`config.mk`:
```
export PLATFORM = sky130hd
export DESIGN_NAME = ps2_line_buf_flat
export DESIGN_NICKNAME = d
export VERILOG_FILES = /design/src/rtl/ps2_line_buf_if.sv /design/src/rtl/ps2_line_buf.sv /design/src/flat_wrapper.sv
export SDC_FILE = /design/constraint.sdc
export NUM_CORES = 1
export LEC_CHECK = 0
export ABC_CLOCK_PERIOD_IN_PS = 3220
export CORE_MARGIN = 5
export CORE_UTILIZATION = 45
export DETAILED_ROUTE_END_ITERATION = 7
export GPL_TIMING_DRIVEN = 0
export PLACE_DENSITY = 0.68
export SYNTH_ARGS = -nofsm -noshare
export SYNTH_HDL_FRONTEND = slang
export SYNTH_SLANG_ARGS = --single-unit
```
`constraint.sdc`:
```
create_clock -name clk -period 3.22 [get_ports clk]
set_input_delay 0.644 -clock clk [delete_from_list [all_inputs] [get_ports clk]]
set_output_delay 0.644 -clock clk [all_outputs]
set_load 0.02 [all_outputs]
```
`src/rtl/ps2_line_buf_if.sv`:
```
// Keystroke input strobe and line output byte stream of the line buffer.
// Latency: none, wires only.
// Backpressure: out_ready stalls the out_* stream; the in_* strobe cannot be stalled.
interface ps2_line_buf_if;
    logic       in_valid;
    logic [7:0] in_data;
    logic       out_valid;
    logic       out_ready;
    logic [7:0] out_data;
    logic       out_last;

    // Keyboard/consumer side: drives keystrokes and the ready signal.
    modport master (
        output in_valid, in_data, out_ready,
        input  out_valid, out_data, out_last
    );

    // Line buffer side.
    modport slave (
        input  in_valid, in_data, out_ready,
        output out_valid, out_data, out_last
    );
endinterface

```
`src/rtl/ps2_line_buf.sv`:
```
// Collects ASCII keystrokes into a line with backspace editing, then streams the line plus CR.
// Latency: the first output byte is valid the cycle after the CR strobe; one byte per accepted handshake.
// Backpressure: out_* hold stable until out_ready; keystrokes that cannot be held are dropped and set ovf.
module ps2_line_buf #(
    parameter int unsigned DEPTH = 32,
    parameter int unsigned AW    = 5,
    parameter logic [7:0]  CH_CR = 8'h0D,
    parameter logic [7:0]  CH_BS = 8'h08
) (
    input  logic          clk,
    input  logic          rst,
    ps2_line_buf_if.slave bus,
    output logic          busy,
    output logic [AW:0]   len,
    output logic          ovf,
    input  logic          ovf_clr
);
    localparam logic [0:0]  ST_FILL  = 1'b0;
    localparam logic [0:0]  ST_DRAIN = 1'b1;
    localparam logic [AW:0] FULL     = (AW+1)'(DEPTH);

    logic [0:0]  state;
    logic [AW:0] rd;
    logic [7:0]  mem [DEPTH];

    logic is_fill;
    logic is_drain;
    logic key_print;
    logic wr_en;
    logic drop;
    logic at_end;
    logic hs;

    // Decode the incoming keystroke and the drain position.
    always_comb begin
        is_fill   = (state == ST_FILL);
        is_drain  = (state == ST_DRAIN);
        key_print = (bus.in_data != 8'h00) && (bus.in_data != CH_BS) && (bus.in_data != CH_CR);
        wr_en     = is_fill && bus.in_valid && key_print && (len < FULL);
        // Anything arriving mid-drain is lost, as is a printable key on a full line.
        drop      = bus.in_valid && (is_drain || (key_print && (len == FULL)));
        at_end    = (rd == len);
        hs        = is_drain && bus.out_ready;
    end

    // Character storage; contents are only meaningful below len, so no reset is needed.
    always_ff @(posedge clk) begin
        if (wr_en) begin
            mem[len[AW-1:0]] <= bus.in_data;
        end
    end

    // Line state machine: edit the line in FILL, walk the read pointer in DRAIN.
    always_ff @(posedge clk or negedge rst) begin
        if (!rst) begin
            state <= ST_FILL;
            len   <= '0;
            rd    <= '0;
        end else if (is_fill) begin
            if (bus.in_valid) begin
                if (bus.in_data == CH_BS) begin
                    if (len != '0) begin
                        len <= len - 1'b1;
                    end
                end else if (bus.in_data == CH_CR) begin
                    state <= ST_DRAIN;
                    rd    <= '0;
                end else if (wr_en) begin
                    len <= len + 1'b1;
                end
            end
        end else if (hs) begin
            if (at_end) begin
                state <= ST_FILL;
                len   <= '0;
                rd    <= '0;
            end else begin
                rd <= rd + 1'b1;
            end
        end
    end

    // Sticky drop flag; a new drop in the same cycle as a clear keeps it set.
    always_ff @(posedge clk or negedge rst) begin
        if (!rst) begin
            ovf <= 1'b0;
        end else if (drop) begin
            ovf <= 1'b1;
        end else if (ovf_clr) begin
            ovf <= 1'b0;
        end
    end

    // Output stream comes straight from registered state, so it cannot glitch within a cycle.
    always_comb begin
        busy          = is_drain;
        bus.out_valid = is_drain;
        bus.out_last  = is_drain && at_end;
        bus.out_data  = 8'h00;
        if (is_drain) begin
            bus.out_data = at_end ? CH_CR : mem[rd[AW-1:0]];
        end
    end
endmodule

```
`src/flat_wrapper.sv`:
```
// flat-port wrapper written by rule: the top's interface ports become plain ports
module ps2_line_buf_flat 
#(
    parameter int unsigned DEPTH = 32,
    parameter int unsigned AW    = 5,
    parameter logic [7:0]  CH_CR = 8'h0D,
    parameter logic [7:0]  CH_BS = 8'h08
)
  (clk, rst, busy, len, ovf, ovf_clr, bus_in_valid, bus_in_data, bus_out_ready, bus_out_valid, bus_out_data, bus_out_last);
  ps2_line_buf_if bus_i ();
  input  logic clk;
  input  logic rst;
  output logic busy;
  output logic [AW:0] len;
  output logic ovf;
  input  logic ovf_clr;
  input wire logic [$bits(bus_i.in_valid)-1:0] bus_in_valid;
  input wire logic [$bits(bus_i.in_data)-1:0] bus_in_data;
  input wire logic [$bits(bus_i.out_ready)-1:0] bus_out_ready;
  output wire logic [$bits(bus_i.out_valid)-1:0] bus_out_valid;
  output wire logic [$bits(bus_i.out_data)-1:0] bus_out_data;
  output wire logic [$bits(bus_i.out_last)-1:0] bus_out_last;
  assign bus_i.in_valid = bus_in_valid;
  assign bus_i.in_data = bus_in_data;
  assign bus_i.out_ready = bus_out_ready;
  assign bus_out_valid = bus_i.out_valid;
  assign bus_out_data = bus_i.out_data;
  assign bus_out_last = bus_i.out_last;
  ps2_line_buf #(.DEPTH(DEPTH), .AW(AW), .CH_CR(CH_CR), .CH_BS(CH_BS)) u_core (.clk(clk), .rst(rst), .bus(bus_i), .busy(busy), .len(len), .ovf(ovf), .ovf_clr(ovf_clr));
endmodule
```
# == Yosys cells after proc, flatten, opt, wreduce, memory -nomap -nowiden ==
# Memory sizes are Yosys's and may differ from the RTL's.
# Index checks and enable logic that the tools add are counted.
# op_classes
add_sub_neg,3
magnitude_cmp,1
eq_ne,11
mux,26
bitwise_logic,1
reduce_logical,18
# ops
op,n
6-bit two-way mux,14
"8-bit by 4-bit equality test with 1-bit output, second input constant",2
8-bit two-way mux,2
"8-bit by 4-bit inequality test with 1-bit output, second input constant",2
"6-bit by 1-bit adder with 6-bit output, second input constant",2
1-bit two-way mux,10
1-bit logical AND,9
8-bit nonzero test,1
6-bit equality test,1
"6-bit equality test, second input constant",1
"6-bit less-than comparator, second input constant",1
6-bit AND reduction,1
2-bit nonzero test,3
6-bit nonzero test,1
"6-bit by 1-bit subtractor with 6-bit output, second input constant",1
"2-bit inequality test, second input constant",2
4-bit AND reduction,1
"3-bit by 1-bit inequality test with 1-bit output, second input constant",1
"3-bit by 2-bit inequality test with 1-bit output, second input constant",1
3-bit nonzero test,1
"2-bit by 1-bit inequality test with 1-bit output, second input constant",1
1-bit logical OR,1
1-bit inverter,1
# word_totals
regBits,14
mem_bits_rw,256
inputBits,13
output_inout_bits,18
word_cells,65
mem_count,1
# mem_list
memory,words,width,rd,rd_ports_with_merged_regs,wr,line_no,text
u_core.mem,32,8,1,0,1,ps2_line_buf.sv:24,logic [7:0] mem [DEPTH];

# == Longest topological paths before layout ==
# depth
depth_word,10
depth_mapped,9
depth_no_buf,9

# == Worst setup path after synthesis ==
# Ideal clock, no wire load.
# synth_timing
kind,input port to flip-flop
from,in bus_in_data[1]
to,reg u_core.len[4]
setup_time_ns,0.122
arrival_time_ns,2.557
path_slack_ns,0.541
path_stages,9
path_buffers,0
cell_sequence,nor4b_1 -> nand2_1 -> xnor2_1 -> ha_1 -> or3_1 -> a32o_1 -> a21oi_1 -> xor2_1 -> o2bb2ai_1
# synth_between
elab_chain_cells,7
# synth_rtl
element,line_no,text
"start, declared",flat_wrapper.sv:18,input wire logic [$bits(bus_i.in_data)-1:0] bus_in_data;
8-bit by 4-bit inequality test with 1-bit output or 8-bit nonzero test (tied branches),ps2_line_buf.sv:38,key_print = (bus.in_data != 8'h00) && (bus.in_data != CH_BS) && (bus.in_data != CH_CR);
1-bit logical AND (2 in a row),ps2_line_buf.sv:38,
1-bit logical AND (2 in a row),ps2_line_buf.sv:39,wr_en = is_fill && bus.in_valid && key_print && (len < FULL);
3-bit nonzero test (no source line),n/a,
6-bit AND reduction (no source line),n/a,
"end signal, assigned",ps2_line_buf.sv:63,len <= len - 1'b1;
"end signal, assigned",ps2_line_buf.sv:69,len <= len + 1'b1;
"end, declared",ps2_line_buf.sv:14,"output logic [AW:0] len,"
# Several ways; a longest one is shown, not always the timed one. The select of a mux whose other input is x is not followed.
# A chain may end at the register's enable or synchronous reset.

# == Worst setup path in the final report ==
# layout_timing
from,reg u_core.rd[0]
to,out bus_out_data[5]
# layout_between
elab_chain_cells,3
# layout_rtl
element,line_no,text
"start, declared",ps2_line_buf.sv:23,logic [AW:0] rd;
"start signal, assigned",ps2_line_buf.sv:78,rd <= rd + 1'b1;
memory read 32 x 8 bit or 6-bit equality test (tied branches),n/a,
8-bit two-way mux *,ps2_line_buf.sv:101,bus.out_data = at_end ? CH_CR : mem[rd[AW-1:0]];
8-bit two-way mux *,ps2_line_buf.sv:100,if (is_drain) begin
"end, declared",flat_wrapper.sv:21,output wire logic [$bits(bus_i.out_data)-1:0] bus_out_data;
# Mark *: on every way between the ends. The rest lies on a longest branch, timed or not.

==> results_tabular.tex <==
\begin{tabular}{lr}
\hline
Metric & Value \\
\hline
\multicolumn{2}{l}{\textbf{Outcome}} \\
\quad Result of the run & finished with violations \\
\quad Violations in the final reports & setup timing \\
\multicolumn{2}{l}{\textbf{Synth}} \\
\quad Post-synthesis adder-cell area fraction & 0.451\% \\
\quad Sequential cell area fraction in the yosys report & 72.4\% \\
\quad Compound-cell area share of the yosys netlist & 3.23\% \\
\quad Synthesized netlist net count & 595 \\
\quad Simple-Gate Fraction of Synth Area & 5.18\% \\
\quad Count of flip-flops with a built-in enable after synthesis & around 260 \\
\quad Xor and xnor area share after synthesis & less than 1\% \\
\quad Number of storage elements in the synthesis netlist & 270 \\
\quad Fraction of synthesized area in multiplexers & 15.8\% \\
\quad Post-synthesis async set-or-reset flop share & under 10\% \\
\quad Unique masters post-synth & 55 \\
\quad Post-Syn Area & 11100 sq um \\
\quad Mean post-synth cell area & 19.2 sq um \\
\quad Commonest register cell after synthesis & sky130\_fd\_sc\_hd\_\_edfxtp\_1 \\
\quad Synth warnings & 0 \\
\quad Dominant combinational cell family by area after synthesis & multiplexers \\
\quad Count of mapped cells out of synthesis & $\sim$580 \\
\multicolumn{2}{l}{\textbf{STA}} \\
\quad Max-slew headroom & 43.5\% \\
\quad Setup repair after global routing missed its margin & yes \\
\quad Pins over their slew limit & 0 \\
\quad Transition time at the pin with the least slew margin & between 0.8 and 0.9 ns \\
\quad Count of endpoints failing setup in the final report & 8 \\
\quad Least setup slack across all paths after layout & -0.154 ns \\
\quad Tmin final & between 3 and 4 ns \\
\quad Hold Violations, Final & 0 \\
\quad Final period utilization & 105\% \\
\quad Achievable frequency & 296 MHz \\
\quad Setup Skew & 0.00982 ns \\
\multicolumn{2}{l}{\textbf{Detailed routing}} \\
\quad DRC violation count after routing & 0 \\
\quad Total vias in the final route & 5893 \\
\quad Final wirelength & 25100 microns \\
\quad Vias per Instance & 5.96 \\
\quad Detailed Routing Iterations Pass 1 & 6 \\
\quad Routed WL per cell & 25.4 microns \\
\quad Antenna Violating Nets Remaining & 0 \\
\quad Iteration-0 DRC count of the detailed router & $\sim$730 \\
\multicolumn{2}{l}{\textbf{Worst setup path}} \\
\quad Count of buffering cells on the critical path with inverters included & 4 \\
\quad FF-to-FF End & u\_core.mem[29][2]\$\_DFFE\_PP\_ \\
\quad Worst-case reg-to-reg path depth & 4 \\
\quad Largest delay share family, worst path & multiplexers \\
\quad Crit path largest cell delay & 0.53 ns \\
\quad Worst setup path class & flop to output port \\
\quad Maximum fanout count along the critical path & 6 \\
\quad Arrival time worst endpoint & 2.73 ns \\
\quad Number of gates on the worst path with buffers counted & 8 \\
\quad Cell with the largest stage delay on the worst path & sky130\_fd\_sc\_hd\_\_mux4\_2 \\
\quad Nature of the critical path startpoint & flop \\
\quad Worst Path Required & around 2.6 ns \\
\quad CP Capture Type & output port \\
\quad Crit-path cells & buf\_6 > buf\_12 > buf\_12 > mux4\_2 > mux4\_2 > nand2\_2 > a21oi\_2 > buf\_6 \\
\quad Setup slack on the worst flop-to-flop path & 0.51 ns \\
\quad Startpoint of the worst-slack reg-to-reg timing path & u\_core.len[5]\$\_DFFE\_PN0P\_ \\
\multicolumn{2}{l}{\textbf{Clock tree}} \\
\quad Number of clock sinks seen by CTS & 270 \\
\quad Clock tree from TritonCTS & done \\
\quad CTS Hold Buffers Added & 0 \\
\quad Number of CTS-inserted buffers & 27 \\
\quad Master cell of the clock root buffer & sky130\_fd\_sc\_hd\_\_clkbuf\_16 \\
\quad Worst-Skew Late Latency & around 0.53 ns \\
\quad Clock-pin transition on the worst setup and hold timing paths & 0.06 ns \\
\quad Number of H-tree levels & 1 \\
\quad Max clock buf depth & 3 \\
\multicolumn{2}{l}{\textbf{Layout}} \\
\quad Share of layout cells above drive strength 1 & 31.9\% \\
\quad Filler Cells Inserted & around 1800 \\
\quad Ant. Diodes & 0 \\
\quad Utilization after layout & around 54\% \\
\quad Leading cell type in the layout, fill and taps excluded & sky130\_fd\_sc\_hd\_\_edfxtp\_1 \\
\quad Final nets & 662 \\
\quad Area growth, synth to finish & 17.7\% \\
\quad Final instance count without filler cells & 988 \\
\quad Leading cell types in the layout, fill and taps excluded & sky130\_fd\_sc\_hd\_\_edfxtp\_1 (256), sky130\_fd\_sc\_hd\_\_mux4\_2 (72), sky130\_fd\_sc\_hd\_\_clkbuf\_16 (27), sky130\_fd\_sc\_hd\_\_nand2\_1 (24), sky130\_fd\_sc\_hd\_\_nor2\_1 (22) \\
\multicolumn{2}{l}{\textbf{Global route}} \\
\quad GRT overflow & 0 \\
\quad Number of global-route vias before repair & around 6000 \\
\quad Wire length of the first global-routing pass & 37900 microns \\
\quad Global routing usage summed across all routing layers & approximately 18\% \\
\quad Largest net degree at the start of global routing & 39 \\
\quad Antenna violations before repair & 0 \\
\multicolumn{2}{l}{\textbf{Die}} \\
\quad IO Count & 31 \\
\quad Starting utilization of the core area & 45.6\% \\
\quad Floorplan die area & 27900 sq um \\
\quad Placeable Area & 24300 sq um \\
\quad X dimension of the die & about 170 microns \\
\quad Vertical die dimension & 167 microns \\
\quad Number of rows in the core area & 57 \\
\multicolumn{2}{l}{\textbf{Placement}} \\
\quad Total placed cells including tap cells & 932 \\
\quad Count of input and output buffers & 30 \\
\quad Final weighted congestion in routability-driven placement & 0.891 \\
\quad Placed wire-length estimate after detailed placement & 16200 microns \\
\multicolumn{2}{l}{\textbf{Power}} \\
\quad Static leakage power & 4.16 nW \\
\quad Power density over cell area & approximately 730 nW/um\^{}2 \\
\quad Worst supply voltage drop on vdd & 0.394 mV \\
\multicolumn{2}{l}{\textbf{Job}} \\
\quad Max Cap Violations & 0 \\
\multicolumn{2}{l}{\textbf{Min path}} \\
\quad Tightest Hold Check Type & primary input to asynchronous set/reset pin \\
\hline
\end{tabular}
## kinds of logic after synthesis
kind of cell / count (synthesis)
fa+ha+maj: 4
flops: 270
buf+inv: 41
compound gates: 55
simple gates: 118
xor+xnor: 9
mux: 81
## layout make-up
cell class | count | area (sq um) | area share (%)
timing repair buffer | 39 | 473 | 3.62
clock inverter | 18 | 196 | 1.50
tap | 324 | 405 | 3.10
inverter | 9 | 33.8 | 0.259
buffer | 31 | 283 | 2.17
clock buffer | 30 | 687 | 5.26
sequential | 270 | 8040 | 61.6
multi-input combinational | 267 | 2940 | 22.5
## sequential cells by signal, summed over array words and instances, names as in the netlist
register              cells
u_core.bus.out_valid      1
u_core.len                6
u_core.mem              256
u_core.ovf                1
u_core.rd                 6
## where the power goes
group	internal (mW)	switching [mW]	total, mW	leakage (nW)
registers	3.87	0.0296	3.90	2.48
clock network	1.85	1.28	3.13	0.425
logic	1.28	1.24	2.52	1.26
## worst max-delay path by stage
stage,start,endpoint,slack (ns)
floorplan,bus_in_data[1],u_core.len[4]$_DFFE_PN0P_,0.54
global placement,bus_in_data[4],u_core.mem[13][5]$_DFFE_PP_,-1.10
detailed placement,bus_in_data[1],u_core.len[4]$_DFFE_PN0P_,-1.38
CTS,u_core.rd[0]$_DFFE_PN0P_,bus_out_data[1],-0.15
global route,u_core.rd[0]$_DFFE_PN0P_,bus_out_data[5],-0.20
finish,u_core.rd[0]$_DFFE_PN0P_,bus_out_data[5],-0.15
## per-layer routing
layer	GRT usage, %	vias up	share of wire [%]
met2	28.0	296	48
met5	0	-	0
li1	-	2504	-
met4	5.05	0	2.4
met3	2.35	47	8.2
met1	26.8	3046	42
## through the flow
stage	cell area [sq um]	hold WS, ns	setup WS (ns)	TNS (ns)	total power [mW]
2_1_floorplan	11100	0.348	0.541	0	5.44
3_3_place_gp	11800	0.496	-1.10	-254.15	6.07
3_5_place_dp	11800	0.494	-1.38	-305.64	6.10
4_1_cts	13000	0.513	-0.154	-1.07	9.53
5_1_grt	13100	0.547	-0.204	-1.51	9.88
6_report	13100	0.520	-0.154	-1.05	9.55
## Yosys cell counts, types with 8 or more instances
master | number | share of area [%]
sky130_fd_sc_hd__a21oi_1 | 12 | 0.54
sky130_fd_sc_hd__buf_2 | 11 | 0.50
sky130_fd_sc_hd__clkbuf_1 | 8 | 0.27
sky130_fd_sc_hd__dfrtp_1 | 14 | 3.2
sky130_fd_sc_hd__edfxtp_1 | 256 | 69
sky130_fd_sc_hd__inv_1 | 9 | 0.30
sky130_fd_sc_hd__mux4_2 | 71 | 14
sky130_fd_sc_hd__nand2_1 | 32 | 1.1
sky130_fd_sc_hd__nand3_1 | 9 | 0.41
sky130_fd_sc_hd__nor2_1 | 40 | 1.4
sky130_fd_sc_hd__o21ai_0 | 10 | 0.45
sky130_fd_sc_hd__o22ai_1 | 10 | 0.56
## repair_timing
item,in CTS,in global routing
pin swaps,8,4
buffers inserted,5,2
resized for setup,119,23
gates cloned,2,0
setup endpoints to repair,270,146
Power figures use the tool's default switching activity.
